[config.mk]
export PLATFORM = sky130hd
export DESIGN_NAME = input_conditioner
export DESIGN_NICKNAME = d
export VERILOG_FILES = /design/src/rtl/fitness_timer_pkg.sv /design/src/rtl/debounce_cell.sv /design/src/rtl/input_conditioner.sv
export SDC_FILE = /design/constraint.sdc
export NUM_CORES = 1
export LEC_CHECK = 0
export CAP_MARGIN = 20
export CORE_ASPECT_RATIO = 1.5
export CORE_MARGIN = 2
export CORE_UTILIZATION = 40
export CTS_BUF_LIST = sky130_fd_sc_hd__clkbuf_8
export DETAILED_ROUTE_END_ITERATION = 10
export PLACE_DENSITY = 0.61
export SYNTH_ARGS = -nofsm -noshare
export SYNTH_HDL_FRONTEND = slang
export SYNTH_SLANG_ARGS = --single-unit
[constraint.sdc]
create_clock -name clk -period 5.6 [get_ports clk]
set_input_delay 0.84 -clock clk [delete_from_list [all_inputs] [get_ports clk]]
set_output_delay 0.84 -clock clk [all_outputs]
set_load 0.03 [all_outputs]
[src/rtl/fitness_timer_pkg.sv]
// Shared constants for the fitness timer: clock rate, default debounce/long-press
// timings and button index assignments.
package fitness_timer_pkg;

    localparam int unsigned CLK_HZ                  = 40_000_000;
    localparam int unsigned DEFAULT_DEBOUNCE_CYCLES = 400_000;
    localparam int unsigned DEFAULT_LONG_CYCLES     = 80_000_000;

    localparam int unsigned NUM_BTNS  = 3;
    localparam int unsigned BTN_START = 0;
    localparam int unsigned BTN_SKIP  = 1;
    localparam int unsigned BTN_RESET = 2;

endpackage

[src/rtl/debounce_cell.sv]
// One button channel: 2-flop synchroniser, stable-count debounce and a
// combinational qualifier for the 0->1 transition of the debounced level.
module debounce_cell
    import fitness_timer_pkg::*;
#(
    parameter int unsigned DEBOUNCE_CYCLES = DEFAULT_DEBOUNCE_CYCLES
) (
    input  logic clk,
    input  logic rst,
    input  logic raw,
    output logic level,
    output logic rise_c
);

    localparam int unsigned CW = $clog2(DEBOUNCE_CYCLES) + 1;

    logic          meta;
    logic          s;
    logic [CW-1:0] cnt;
    logic          differ_c;
    logic          settle_c;

    assign differ_c = (s != level);
    assign settle_c = differ_c && (cnt == CW'(DEBOUNCE_CYCLES - 1));
    assign rise_c   = settle_c && s;

    // cnt only ever climbs to DEBOUNCE_CYCLES-1 before it is cleared
    always_ff @(posedge clk or posedge rst) begin
        if (rst) begin
            meta  <= 1'b0;
            s     <= 1'b0;
            level <= 1'b0;
            cnt   <= '0;
        end else begin
            meta <= raw;
            s    <= meta;
            if (!differ_c) begin
                cnt <= '0;
            end else if (settle_c) begin
                level <= s;
                cnt   <= '0;
            end else begin
                cnt <= cnt + CW'(1);
            end
        end
    end

endmodule

[src/rtl/input_conditioner.sv]
// Board-pin front end for the fitness timer: debounced button pulses with
// priority arbitration, long-press detection on reset, and a debounced switch bus.
module input_conditioner
    import fitness_timer_pkg::*;
#(
    parameter int unsigned SW_WIDTH        = 9,
    parameter int unsigned DEBOUNCE_CYCLES = DEFAULT_DEBOUNCE_CYCLES,
    parameter int unsigned LONG_CYCLES     = DEFAULT_LONG_CYCLES
) (
    input  logic                clk,
    input  logic                rst,
    input  logic                btn_start_raw,
    input  logic                btn_skip_raw,
    input  logic                btn_reset_raw,
    input  logic [SW_WIDTH-1:0] switches_raw,
    output logic                start_pulse,
    output logic                skip_pulse,
    output logic                reset_pulse,
    output logic                long_reset_pulse,
    output logic [2:0]          btn_level,
    output logic [SW_WIDTH-1:0] sw_stable,
    output logic                sw_changed
);

    localparam int unsigned SCW = $clog2(DEBOUNCE_CYCLES) + 1;
    localparam int unsigned LW  = $clog2(LONG_CYCLES) + 1;

    logic [NUM_BTNS-1:0] btn_raw;
    logic [NUM_BTNS-1:0] rise_c;
    logic [NUM_BTNS-1:0] win_c;

    assign btn_raw[BTN_START] = btn_start_raw;
    assign btn_raw[BTN_SKIP]  = btn_skip_raw;
    assign btn_raw[BTN_RESET] = btn_reset_raw;

    for (genvar g = 0; g < NUM_BTNS; g++) begin : g_btn
        debounce_cell #(
            .DEBOUNCE_CYCLES(DEBOUNCE_CYCLES)
        ) u_cell (
            .clk   (clk),
            .rst   (rst),
            .raw   (btn_raw[g]),
            .level (btn_level[g]),
            .rise_c(rise_c[g])
        );
    end

    // Same-edge presses: only the highest priority one survives (reset > skip > start)
    always_comb begin
        win_c = '0;
        if (rise_c[BTN_RESET]) begin
            win_c[BTN_RESET] = 1'b1;
        end else if (rise_c[BTN_SKIP]) begin
            win_c[BTN_SKIP] = 1'b1;
        end else if (rise_c[BTN_START]) begin
            win_c[BTN_START] = 1'b1;
        end
    end

    always_ff @(posedge clk or posedge rst) begin
        if (rst) begin
            start_pulse <= 1'b0;
            skip_pulse  <= 1'b0;
            reset_pulse <= 1'b0;
        end else begin
            start_pulse <= win_c[BTN_START];
            skip_pulse  <= win_c[BTN_SKIP];
            reset_pulse <= win_c[BTN_RESET];
        end
    end

    // Long press: lcnt parks at LONG_CYCLES after firing so only one pulse per hold
    logic [LW-1:0] lcnt;

    always_ff @(posedge clk or posedge rst) begin
        if (rst) begin
            lcnt             <= '0;
            long_reset_pulse <= 1'b0;
        end else begin
            long_reset_pulse <= 1'b0;
            if (!btn_level[BTN_RESET]) begin
                lcnt <= '0;
            end else if (lcnt == LW'(LONG_CYCLES - 1)) begin
                lcnt             <= LW'(LONG_CYCLES);
                long_reset_pulse <= 1'b1;
            end else if (lcnt != LW'(LONG_CYCLES)) begin
                lcnt <= lcnt + LW'(1);
            end
        end
    end

    // Switch bus: accept a new value only after it has held unchanged long enough
    logic [SW_WIDTH-1:0] sw_meta;
    logic [SW_WIDTH-1:0] sw_s;
    logic [SW_WIDTH-1:0] sw_prev;
    logic [SCW-1:0]      scnt;
    logic                sw_hold_c;

    assign sw_hold_c = (sw_s == sw_prev) && (sw_s != sw_stable);

    always_ff @(posedge clk or posedge rst) begin
        if (rst) begin
            sw_meta    <= '0;
            sw_s       <= '0;
            sw_prev    <= '0;
            scnt       <= '0;
            sw_stable  <= '0;
            sw_changed <= 1'b0;
        end else begin
            sw_meta    <= switches_raw;
            sw_s       <= sw_meta;
            sw_prev    <= sw_s;
            sw_changed <= 1'b0;
            if (!sw_hold_c) begin
                scnt <= '0;
            end else if (scnt == SCW'(DEBOUNCE_CYCLES - 1)) begin
                scnt       <= '0;
                sw_stable  <= sw_s;
                sw_changed <= 1'b1;
            end else begin
                scnt <= scnt + SCW'(1);
            end
        end
    end

endmodule
---- Word-level counts from Yosys, hierarchy flattened ----
Cells that the tools add are included.
word-level totals
  register bits ........................... 158
  input bits .............................. 14
  output and inout port bits .............. 17
  logic and storage cells ................. 71
operators by class
  $add $sub $neg .......................... 5
  equal/unequal tests ..................... 12
  multiplexer cells ....................... 20
  reduce and logical (&&, ||, !) cells .... 11
operators by type and width
  cell                                                                     number
  20-bit 2-to-1 mux                                                        8
  28-bit 2-to-1 mux                                                        3
  20-bit by 1-bit adder with 20-bit output, second input constant          4
  20-bit by 19-bit equality test with 1-bit output, second input constant  4
  28-bit by 1-bit adder with 28-bit output, second input constant          1
  28-bit by 27-bit equality test with 1-bit output, second input constant  1
  28-bit by 27-bit != test with 1-bit output, second input constant        1
  9-bit equality test                                                      1
  9-bit != test                                                            1
  1-bit 2-to-1 mux                                                         8
  2-bit AND reduction                                                      4
  1-bit logical AND                                                        7
  1-bit != test                                                            3
  3-bit != test, second input constant                                     1
  2-bit 2-to-1 mux                                                         1

---- Depth between registers and ports, before layout ----
  depth in word-level cells ............... 6
  mapped depth ............................ 8

---- By module ----
A second synthesis with hierarchy kept.
unflattened totals
  cells, all modules ...................... 670
  area, all modules ....................... 7190.6 um^2
modules (own cells, without submodules)
  module             times used  cells each  area an instance (um^2)  seq. area each (um^2)
  input_conditioner  1           340         3872.5                   2227.1
  debounce_cell      3           110         1106.1                   575.6

---- Least setup slack after synthesis ----
No wires, ideal clock.
  path type ............................... register to register
  start point ............................. register scnt[14]
  end point ............................... register sw_stable[0]
  library setup time ...................... 0.125 ns
  arrival time ............................ 1.924 ns
  setup slack ............................. 3.551 ns
  cell stages (with the launch flop) ...... 7
  cell sequence ........................... dfrtp_1 or4_4 nor4_4 nand4_1 nor3b_2 buf_6 mux2_4
on the way
  word-level cells in the longest chain between the ends .. 2
ends and longest elaborated chain
  what                                              RTL line                  source
  start: declaration                                input_conditioner.sv:96   logic [SCW-1:0] scnt;
  start signal: assignment                          input_conditioner.sv:121  scnt <= scnt + SCW'(1);
  20-bit by 19-bit equality test with 1-bit output  input_conditioner.sv:116  end else if (scnt == SCW'(DEBOUNCE_CYCLES - 1)) begin
  2-bit AND reduction (no source line)              n/a
  end signal: assignment                            input_conditioner.sv:118  sw_stable <= sw_s;
  end: declaration                                  input_conditioner.sv:21   output logic [SW_WIDTH-1:0] sw_stable,
Every way passes these cells.
A chain may end at the register's enable or synchronous reset.

---- Worst setup path in the final report ----
  start point ............................. register scnt[14]
  end point ............................... register sw_stable[2]
Same word-level chain as after synthesis.

==> impl_metrics.toml <==
[sta]
fin_skew_ns = 0.01018
rsz0062_at_grt = "false"
relSlewSlack_pct = 32.74
slew_viol_final = 0
setup_tns_ns = 0
setup_viol = 0
hold_viol_final = 0
min_period_ns = 2.660
worstMarginPinSlew_ns = 1.004
fmax_ghz = 0.3760
finalCritPeriodShare_pct = 47.50

[floorplan]
die_h_um = 166.0
row_count = 59
die_w_um = 112.0
initial_core_util_pct = 40.50
die_area_mm2 = 0.01858
core_mm2 = 0.01727
ios = 31

[placement]
place_area_mm2 = 0.007486
gp_congestion = 0.8179
hpwlAfterDp_mm = 8.732
io_buffers = 30

[layout]
nFillCells = 1616
layout_common_cells = "dfrtp_1, nor2_1, xor2_1"
n_antenna_cell = 0
syn2layout_area_growth_pct = 12.79
mostFrequentLayoutCell = "dfrtp_1"
drive_above_1_share_pct = 7.860
fin_nets = 694
fin_area_mm2 = 0.007890

[synthesis]
synth_top_area_cell = "dfrtp_1"
syn_area_mm2 = 0.006995
syn_nets = 659
ys.warnings.count = 0
synth_cell_types = 46
synth_area_leaders = "dfrtp_1, xor2_1, nor2_1, xnor2_1, nand3_1"
synth_edf_count = 0
netlist_instances = 639
postSynthAreaPerCell_um2 = 10.95
ys_seq_area_share_pct = 56.52
async_reset_ff_share_pct = 100.0
ys_ff_latch = 158
synth_top_area_share_pct = 56.52
synth_flop_cell = "dfrtp_1"

[detailed_routing]
antenna_left = 0
routed_wl_mm = 12.66
dr_total_vias = 4604
avgViaCountPerCell = 5.116
drt_iter0_drc = 216
drc = 0
routedWlPerCell_um = 14.07
first_pass_iters = 4

[setup_path]
worst_path_max_delay_cell = "nor3b_2"
cp-endpoint = "sw_stable[2]"
regToRegStartpoint = "scnt[14]"
critPathTopFamily = "simple AND/OR/NAND/NOR gates"
crit_fanout = 9
critical_path_arrival_ns = 2.99
crit_chain = "or4_4, nor4_4, nand4_1, nor3b_2, mux2_4"
setup.worst_path.start = "scnt[14]"
rrSetupSlack_ns = 2.94
worstRegToRegCells = 5
slowest_delay_ns = 0.82
path_buf_inv = 0
cp.required_ns = 5.93
crit_type = "flop to flop"
worstSetupEndpointType = "flop"
path_depth = 5
startpoint_type = "flop"
r2r_end = "sw_stable[2]"

[grt]
grt_pass1_wl_mm = 22.51
antenna_found_initial = 0
track_usage_pct = 14.82
grt-ovfl-total = 0
grt_max_degree = 109
grt_pass1_vias = 4918

[power_and_ir_drop]
power.density_mw_per_mm2 = 264.5
p_leak_nw = 3.377
vdd_ir_drop_max_uv = 187.6

[clock_network]
cts_buffers = 17
clkTransAtPathRegs_ns = 0.08
htree_levels = 4
root_buffer = "clkbuf_8"
cts_tree = "done"
insertion_delay_ns = 0.44
cts_num_sinks = 158
holdBufCountCts = 0
post-cts-setup-buffer-count = 0
cts_buffer_depth = 2
cts_resized = 0

[hold_path]
hold_class = "flop to flop"

[job]
cap_violations = 0

[status]
outcome = "completed"
-- Yosys cell counts (2+ instances only) --
library cell / instances
or3_1: 3
nand2b_1: 2
nand3_1: 44
or4_1: 6
nor2_1: 121
and3_1: 17
nand4_1: 28
nand4b_1: 2
xnor2_1: 34
a21oi_1: 4
and4_1: 11
inv_1: 9
clkbuf_1: 4
mux2_4: 9
buf_4: 5
and3_2: 3
and2_1: 3
nor4b_1: 2
o21ai_0: 3
nand2_1: 39
mux2_2: 3
xor2_1: 81
dfrtp_1: 158
nor3_1: 8
nor4_1: 10
ha_1: 6
buf_2: 5
-- layout make-up --
type / instances / area (um2) / share of cell area (%)
clock buffers: 17 / 234.0 / 2.965
clock inverters: 15 / 170.2 / 2.157
inverters: 9 / 38.79 / 0.4916
multi-input cells: 457 / 2919 / 37.00
flip-flops and latches: 158 / 3954 / 50.11
well taps: 213 / 266.5 / 3.378
repair buffers: 31 / 307.8 / 3.901
-- logic make-up (layout without fill, tap and decap cells) --
logic type / count (synthesis) / in the layout / share of synthesized area (%)
AOI/OAI and AO/OA: 10 / 10 / 0.8228
buffers and inverters: 24 / 72 / 1.753
DFF: 158 / 158 / 56.52
xor gates and xnor gates: 115 / 115 / 14.40
and+or+nand+nor: 313 / 313 / 22.88
muxes: 13 / 13 / 2.558
adders and majority gates: 6 / 6 / 1.073
-- power breakdown --
part / switching, mW / internal, mW / total [mW]
clock network: 0.420 / 0.440 / 0.859
registers: 0.0134 / 1.16 / 1.17
logic: 0.0374 / 0.0196 / 0.0570
-- worst min path at each step --
stage / startpoint / end / cells past startpoint
after CTS: sw_meta[5] / sw_s[5] / 0
after detailed placement: sw_meta[5] / sw_s[5] / 0
after global routing: sw_meta[8] / sw_s[8] / 0
after floorplan: g_btn[0].u_cell.meta / g_btn[0].u_cell.s / 0
after global placement: sw_meta[5] / sw_s[5] / 0
final: g_btn[0].u_cell.meta / g_btn[0].u_cell.s / 0
-- registers in the layout, summed over array words and instances, names as in the netlist --
| register | count |
|---|---|
| g_btn.u_cell.cnt | 60 |
| lcnt | 28 |
| scnt | 20 |
| sw_meta | 9 |
| sw_prev | 9 |
| sw_s | 9 |
| sw_stable | 9 |
| g_btn.u_cell.level | 3 |
| g_btn.u_cell.meta | 3 |
| g_btn.u_cell.s | 3 |
| long_reset_pulse | 1 |
| reset_pulse | 1 |
| skip_pulse | 1 |
| start_pulse | 1 |
| sw_changed | 1 |
-- per-layer routing --
layer	GRT usage, %	wire length [um]	vias up
li1	-	-	2230
met1	16.81	5227	2306
met2	26.59	6852	56
met3	4.234	395	12
met4	5.090	186	0
met5	0	0	-
-- per-stage QoR --
| step | util (%) | cells | setup WS [ns] | hold slack [ns] | power (mW) |
|---|---|---|---|---|---|
| floorplan | - | 639 | 0.4968 | 0.3312 | 1.229 |
| global placement | 43.34 | 868 | 2.889 | 0.3321 | 1.250 |
| detailed placement | 43.34 | 868 | 2.851 | 0.3371 | 1.254 |
| CTS | 45.68 | 900 | 2.900 | 0.3568 | 2.119 |
| global route | 45.68 | 900 | 2.768 | 0.3658 | 2.175 |
| finish | 45.68 | 900 | 2.940 | 0.3526 | 2.087 |
(Power assumes the default switching activity.)
